$ cat config.mk
export PLATFORM = sky130hd
export DESIGN_NAME = mac_sequencer_flat
export DESIGN_NICKNAME = d
export VERILOG_FILES = /design/src/rtl/mac_sequencer_if.sv /design/src/rtl/mac_sequencer.sv /design/src/flat_wrapper.sv
export SDC_FILE = /design/constraint.sdc
export NUM_CORES = 1
export LEC_CHECK = 0
export ABC_CLOCK_PERIOD_IN_PS = 5000
export CAP_MARGIN = 40
export CORE_ASPECT_RATIO = 1.2
export CORE_MARGIN = 3
export CORE_UTILIZATION = 23
export CTS_CLUSTER_DIAMETER = 50
export DETAILED_ROUTE_END_ITERATION = 16
export SLEW_MARGIN = 20
export SYNTH_ARGS = -nofsm -noshare
export SYNTH_HDL_FRONTEND = slang
export SYNTH_SLANG_ARGS = --single-unit
export TNS_END_PERCENT = 20
$ cat constraint.sdc
create_clock -name clk -period 5 [get_ports clk]
set_clock_uncertainty 0.15 [all_clocks]
set_input_delay 1.5 -clock clk [delete_from_list [all_inputs] [get_ports clk]]
set_output_delay 1.5 -clock clk [all_outputs]
set_load 0.03 [all_outputs]
$ cat src/rtl/mac_sequencer_if.sv
// Control/handshake bundle between the MAC sequencer and its DSP datapath + consumer.
// The master side is the sequencer; the slave side is the datapath/consumer environment.
interface mac_sequencer_if #(
  parameter int unsigned CNT_W = 8
);
  logic             start;
  logic [CNT_W-1:0] len;
  logic             sub;
  logic             op_valid;
  logic             op_ready;
  logic [1:0]       opmode10;
  logic [1:0]       opmode32;
  logic             opmode7;
  logic [47:0]      p_in;
  logic             res_valid;
  logic             res_ready;
  logic [47:0]      res_data;
  logic             busy;
  logic             done;

  modport master (
    input  start, len, sub, op_valid, p_in, res_ready,
    output op_ready, opmode10, opmode32, opmode7, res_valid, res_data, busy, done
  );

  modport slave (
    output start, len, sub, op_valid, p_in, res_ready,
    input  op_ready, opmode10, opmode32, opmode7, res_valid, res_data, busy, done
  );
endinterface

$ cat src/rtl/mac_sequencer.sv
// Opmode sequencer for a DSP-style multiply-accumulate datapath with P feedback.
// Optional macro MAC_SEQ_ROUND_EN: the first tap selects C on Z as a rounding preload.
module mac_sequencer #(
  parameter int unsigned LAT   = 2,
  parameter int unsigned CNT_W = 8
) (
  input logic             clk,
  input logic             rst_n,
  mac_sequencer_if.master bus
);

  localparam int unsigned       FlushW    = (LAT > 1) ? $clog2(LAT) : 1;
  localparam logic [FlushW-1:0] FlushLoad = FlushW'(LAT - 1);

  localparam logic [1:0] XZero = 2'b00;
  localparam logic [1:0] XM    = 2'b01;
  localparam logic [1:0] ZP    = 2'b10;
`ifdef MAC_SEQ_ROUND_EN
  localparam logic [1:0] ZFirst = 2'b11;
`else
  localparam logic [1:0] ZFirst = 2'b00;
`endif

  typedef enum logic [1:0] {StIdle, StAcc, StFlush, StOut} state_e;

  state_e            state_q, state_d;
  logic [CNT_W-1:0]  cnt_q, cnt_d;
  logic [FlushW-1:0] flush_q, flush_d;
  logic              first_q, first_d;
  logic              sub_q, sub_d;
  logic [47:0]       res_q, res_d;

  always_ff @(posedge clk or negedge rst_n) begin
    if (!rst_n) begin
      state_q <= StIdle;
      cnt_q   <= '0;
      flush_q <= '0;
      first_q <= 1'b0;
      sub_q   <= 1'b0;
      res_q   <= '0;
    end else begin
      state_q <= state_d;
      cnt_q   <= cnt_d;
      flush_q <= flush_d;
      first_q <= first_d;
      sub_q   <= sub_d;
      res_q   <= res_d;
    end
  end

  always_comb begin
    state_d      = state_q;
    cnt_d        = cnt_q;
    flush_d      = flush_q;
    first_d      = first_q;
    sub_d        = sub_q;
    res_d        = res_q;
    bus.op_ready  = 1'b0;
    bus.opmode10  = XZero;
    bus.opmode32  = ZP;
    bus.opmode7   = 1'b0;
    bus.res_valid = 1'b0;
    bus.res_data  = res_q;
    bus.done      = 1'b0;
    bus.busy      = (state_q != StIdle);

    case (state_q)
      StIdle: begin
        if (bus.start && (bus.len != '0)) begin
          cnt_d   = bus.len;
          sub_d   = bus.sub;
          first_d = 1'b1;
          state_d = StAcc;
        end
      end
      StAcc: begin
        bus.op_ready = 1'b1;
        if (bus.op_valid) begin
          bus.opmode10 = XM;
          bus.opmode32 = first_q ? ZFirst : ZP;
          bus.opmode7  = sub_q;
          first_d      = 1'b0;
          cnt_d        = cnt_q - CNT_W'(1);
          if (cnt_q == CNT_W'(1)) begin
            flush_d = FlushLoad;
            state_d = StFlush;
          end
        end
      end
      StFlush: begin
        // Capture lands exactly LAT cycles after the last-tap issue cycle.
        if (flush_q == '0) begin
          res_d   = bus.p_in;
          state_d = StOut;
        end else begin
          flush_d = flush_q - FlushW'(1);
        end
      end
      StOut: begin
        bus.res_valid = 1'b1;
        if (bus.res_ready) begin
          bus.done = 1'b1;
          state_d  = StIdle;
        end
      end
      default: state_d = StIdle;
    endcase
  end

endmodule

$ cat src/flat_wrapper.sv
// flat-port wrapper written by rule: the top's interface ports become plain ports
module mac_sequencer_flat 
#(
  parameter int unsigned LAT   = 2,
  parameter int unsigned CNT_W = 8
)
  (clk, rst_n, bus_start, bus_len, bus_sub, bus_op_valid, bus_p_in, bus_res_ready, bus_op_ready, bus_opmode10, bus_opmode32, bus_opmode7, bus_res_valid, bus_res_data, bus_busy, bus_done);
  mac_sequencer_if #(.CNT_W(CNT_W)) bus_i ();
  input logic clk;
  input logic rst_n;
  input wire logic [$bits(bus_i.start)-1:0] bus_start;
  input wire logic [$bits(bus_i.len)-1:0] bus_len;
  input wire logic [$bits(bus_i.sub)-1:0] bus_sub;
  input wire logic [$bits(bus_i.op_valid)-1:0] bus_op_valid;
  input wire logic [$bits(bus_i.p_in)-1:0] bus_p_in;
  input wire logic [$bits(bus_i.res_ready)-1:0] bus_res_ready;
  output wire logic [$bits(bus_i.op_ready)-1:0] bus_op_ready;
  output wire logic [$bits(bus_i.opmode10)-1:0] bus_opmode10;
  output wire logic [$bits(bus_i.opmode32)-1:0] bus_opmode32;
  output wire logic [$bits(bus_i.opmode7)-1:0] bus_opmode7;
  output wire logic [$bits(bus_i.res_valid)-1:0] bus_res_valid;
  output wire logic [$bits(bus_i.res_data)-1:0] bus_res_data;
  output wire logic [$bits(bus_i.busy)-1:0] bus_busy;
  output wire logic [$bits(bus_i.done)-1:0] bus_done;
  assign bus_i.start = bus_start;
  assign bus_i.len = bus_len;
  assign bus_i.sub = bus_sub;
  assign bus_i.op_valid = bus_op_valid;
  assign bus_i.p_in = bus_p_in;
  assign bus_i.res_ready = bus_res_ready;
  assign bus_op_ready = bus_i.op_ready;
  assign bus_opmode10 = bus_i.opmode10;
  assign bus_opmode32 = bus_i.opmode32;
  assign bus_opmode7 = bus_i.opmode7;
  assign bus_res_valid = bus_i.res_valid;
  assign bus_res_data = bus_i.res_data;
  assign bus_busy = bus_i.busy;
  assign bus_done = bus_i.done;
  mac_sequencer #(.LAT(LAT), .CNT_W(CNT_W)) u_core (.clk(clk), .rst_n(rst_n), .bus(bus_i));
endmodule
# Yosys cells after proc, flatten, opt, wreduce, memory -nomap -nowiden

Index checks and enable logic that the tools add are counted.

Shifts and indexed selects: 0
Multiplexer cells: 27
Reductions and logical operators: 11
$lt $le $gt $ge: 0
Add/subtract/negate cells: 2
Equal/unequal tests: 9
Div/mod/pow operators: 0
Bitwise logic cells: 1
$mul: 0

Operator list:

| operator                                                               | count |
|---|---|
| 2-bit two-way mux                                                      | 9 |
| 8-bit two-way mux                                                      | 2 |
| 8-bit one-hot mux with 2 select lines                                  | 1 |
| 1-bit two-way mux                                                      | 12 |
| 8-bit by 1-bit equality test with 1-bit output (second input constant) | 1 |
| 2-bit one-hot mux with 4 select lines                                  | 1 |
| 8-bit nonzero test                                                     | 1 |
| 8-bit by 1-bit subtractor with 8-bit output (second input constant)    | 1 |
| 2-bit != test (second input constant)                                  | 3 |
| 3-bit AND reduction                                                    | 2 |
| 2-bit nonzero test                                                     | 3 |
| 5-bit AND reduction                                                    | 1 |
| 2-bit equality test (second input constant)                            | 2 |
| 2-bit by 1-bit != test with 1-bit output (second input constant)       | 2 |
| 1-bit one-hot mux with 2 select lines                                  | 2 |
| 2-bit AND reduction                                                    | 2 |
| 2-bit by 1-bit equality test with 1-bit output (second input constant) | 1 |
| 2-bit logical NOT                                                      | 1 |
| 1-bit logical AND                                                      | 1 |
| 1-bit NOT                                                              | 1 |
| 1-bit subtractor (second input constant)                               | 1 |

Output and inout bits: 57
Latch bits: 0
Bits in writable memories: 0
Memories kept: 0
Input bits: 62
Word-level logic and storage cells: 56
Flip-flop bits (word level): 61
ROM bits: 0

# Longest topological paths before layout

Depth after elaboration: 4
Gate-level depth with buffers: 7
Mapped depth without buffers: 6

# Worst setup path before layout

OpenSTA, ideal clock, no wires.

Path type: input to output
From: input bus_op_valid
To: output bus_opmode32[1]
Required time: 3350 ps
Path buffers: 0
Stages on the path: 2
Path slack: 1236 ps
Arrival: 2114 ps
Cells stage by stage: and2_1 > nand2_1

Longest elaborated chain between the ends: 2

Ends and longest elaborated chain:

| element            | RTL line            | RTL |
|---|---|---|
| start: declaration | flat_wrapper.sv:14  | `input wire logic [$bits(bus_i.op_valid)-1:0] bus_op_valid;` |
| 2-bit two-way mux  | mac_sequencer.sv:78 | `if (bus.op_valid) begin` |
| 2-bit two-way mux  | mac_sequencer.sv:67 | `case (state_q)` |
| end: declaration   | flat_wrapper.sv:19  | `output wire logic [$bits(bus_i.opmode32)-1:0] bus_opmode32;` |

No other way between the ends.

# Worst setup path in the final report

From: input bus_op_valid
To: output bus_opmode10[0]

Longest elaborated chain between the ends: 2

Ends and longest elaborated chain:

| element           | RTL line            | RTL |
|---|---|---|
| 1-bit two-way mux | mac_sequencer.sv:78 |  |
| 2-bit two-way mux | mac_sequencer.sv:67 |  |
| end: declaration  | flat_wrapper.sv:18  | `output wire logic [$bits(bus_i.opmode10)-1:0] bus_opmode10;` |

No other way between the ends.

==> impl_metrics.json <==
{
  "status": "finished, final reports clean",
  "die_h_um": 124.4,
  "yosysWarnings": 0,
  "switching_power_w": 0.001235,
  "synthArstFlopShare": 1.000,
  "internal-power_w": 0.001917,
  "dpl.hpwl_mm": 4.956,
  "power.density_mw_per_mm2": 733.9,
  "tightest_slew_ps": 643.5,
  "clockPowerShare": 0.178,
  "worstSetupEndpointType": "primary output",
  "num-nets-final": 387,
  "cts_root_buffer": "clkbuf_16",
  "grt_pass1_wl_mm": 11.41,
  "start_kind": "input port",
  "start_util": 0.2400,
  "antenna_found_initial": 0,
  "vias": 2054,
  "yosys-top-cells-count": "dfrtp_1 (61), mux2_2 (49), inv_1 (9), nand2_1 (8), ha_1 (6)",
  "yosysMostFrequentCell": "dfrtp_1",
  "period_needed_ps": 4546,
  "crit_chain": "clkdlybuf4s50_1 -> and2_1 -> clkdlybuf4s50_1",
  "ir_drop_v": 0.0004085,
  "r2r_slack_ps": 2580,
  "ctsLongestPathBuffers": 2,
  "r2r-start": "u_core.state_q[1]",
  "crit_path_start": "bus_op_valid",
  "p_seq_frac": 0.287,
  "synth_seq_area_share": 0.5682,
  "cts_resized": 0,
  "drc_errors": 0,
  "drt_pre_antenna_iters": 4,
  "drtAntennaViolNets": 0,
  "rows": 42,
  "p_leak_nw": 1.735,
  "dieArea_mm2": 0.01302,
  "cp_slowest_stage_delay_ps": 690,
  "port-buffer-count": 116,
  "cts_hold_buf": 0,
  "setup-violations-final": 0,
  "via_per_inst": 4.306,
  "slowest_stage": "clkdlybuf4s50_1",
  "post_drt_wl_per_cell_um": 14.06,
  "antenna_cells": 0,
  "cp_max_fo": 4,
  "cts_tree": "done",
  "fillers": 1104,
  "rsz0062_at_grt": "no",
  "grt_start_max_net_pins": 49,
  "synth_area_leaders": "dfrtp_1 (57%), mux2_2 (21%), ha_1 (2.8%)",
  "relSlewSlack": 0.5710,
  "grt_pass1_vias": 2191,
  "synth_enable_flop_cells": 0,
  "yosys.area.top_type": "dfrtp_1",
  "combPwrFrac": 0.535,
  "cpMostUsedCell": "clkdlybuf4s50_1",
  "finalMaxSlewViolations": 0,
  "critPathCapture": "bus_opmode10[0]",
  "io_pins": 119,
  "fmax_ghz": 0.2200,
  "synth_top_area_frac": 0.5682,
  "period_share": 0.9092,
  "final_hold_viol_count": 0,
  "clk_pin_slew_ps": 50,
  "ys.flop_type": "dfrtp_1",
  "place_congestion": 0.7400,
  "maxCapViolations": 0,
  "synthCells": 198,
  "finalSetupTns_ps": 0,
  "critPathRequiredTime_ps": 3350,
  "coreArea_mm2": 0.01119,
  "netSwitchingFraction": 0.3918,
  "placed_cell_area_mm2": 0.004018,
  "synth_cell_types": 40,
  "cts_setup_buffers": 0,
  "hp-class": "reg -> reg",
  "critPathArrivalTime_ps": 2900,
  "clkLatencyLatePin_ps": 320,
  "die_x_um": 104.7,
  "criticalPathCategory": "in -> out",
  "r2r-end": "u_core.cnt_q[7]",
  "track_usage": 0.1083,
  "hold_depth": 1,
  "first_iter_violations": 45,
  "syn_area_mm2": 0.002686,
  "wl_mm": 6.707,
  "postLayoutCellArea_mm2": 0.004294,
  "cts_inserted_buffers": 9,
  "drive_gt1_frac": 0.2384,
  "ys_seq_elements": 61,
  "worstRegToRegCells": 7,
  "clock_sinks": 61,
  "grt.overflow.total": 0,
  "synth_area_per_cell_um2": 13.57,
  "syn2layout_area_growth_pct": 59.85,
  "htree_levels": 3
}
-- final cells by class --
type                       count  area [µm²]  share of cell area
clock buffer                  11       252.7             0.05886
clock inverter                 4       23.77            0.005536
inverter                      10       37.54            0.008741
multi-input combinational    118        1082              0.2520
sequential                    61        1526              0.3555
tap                          154       192.7             0.04487
timing repair buffer         119        1179              0.2745
-- critical path, delay by kind of cell --
family        cells  cell delay, ps
buf+inv           2            1190
simple gates      1             200
-- power groups by stage --
| stage | logic (W) | registers, W | clock network (W) |
|---|---|---|---|
| after detailed placement | 0.00171 | 0.000913 | 0 |
| after CTS | 0.00171 | 0.000906 | 0.000584 |
| final | 0.00169 | 0.000904 | 0.000561 |
| after global placement | 0.00169 | 0.000904 | 0 |
| after global routing | 0.00180 | 0.000939 | 0.000612 |
| after floorplan | 0.000674 | 0.00130 | 0 |
-- cell usage in the layout, fill, tap and decap left out, types with 2 or more instances in the layout --
master,n
mux2_2,49
dfrtp_1,61
conb_1,2
mux2i_1,4
nor2_1,4
a2bb2oi_1,5
ha_1,6
a21oi_1,2
nor3_1,2
a221oi_1,4
o21ai_0,4
nand2_1,8
nand3_1,2
clkbuf_8,2
clkinv_2,3
and2_1,2
buf_4,3
o22ai_1,4
or4_4,2
inv_1,9
clkdlybuf4s50_1,115
clkbuf_16,9
-- registers in the layout, summed over array words and instances (netlist names) --
| signal | flops |
|---|---|
| u_core.state_q | 2 |
| u_core.sub_q | 1 |
| u_core.cnt_q | 8 |
| u_core.bus.res_data | 48 |
| u_core.first_q | 1 |
| u_core.flush_q | 1 |
-- per-layer routing --
layer,vias up,share of wire,global-route usage
met5,-,0,0
met3,9,0.057,0.02851
met2,79,0.50,0.1730
met4,0,0.017,0.05637
met1,1006,0.43,0.1339
li1,960,-,-
-- worst min path at each step --
stage | from | endpoint | slack (ps)
2_1_floorplan | u_core.sub_q | u_core.sub_q | 320
3_3_place_gp | u_core.bus.res_data[46] | u_core.bus.res_data[46] | 340
3_5_place_dp | u_core.bus.res_data[44] | u_core.bus.res_data[44] | 340
4_1_cts | u_core.bus.res_data[44] | u_core.bus.res_data[44] | 360
5_1_grt | u_core.bus.res_data[44] | u_core.bus.res_data[44] | 360
6_report | u_core.bus.res_data[46] | u_core.bus.res_data[46] | 350
-- cells by family (layout without fill, tap and decap cells) --
family,count (synthesis),in the layout,synth area share
buf+inv,20,144,0.03306
mux,54,54,0.2259
other cells,1,2,0.001396
flops,61,61,0.5682
fa+ha+maj,6,6,0.02795
compound gates,29,29,0.08524
simple gates,27,27,0.05822
-- through the flow --
stage	hold slack [ps]	setup slack (ps)	std cells	power, W	utilization
after global routing	361.0	374.8	477	0.003350	0.3836
after floorplan	323.3	1236	199	0.001970	-
after CTS	355.0	444.2	477	0.003203	0.3836
after detailed placement	344.1	451.5	462	0.002620	0.3589
after global placement	338.0	466.4	462	0.002594	0.3589
final	351.2	454.2	477	0.003152	0.3836
(Power assumes the default switching activity.)
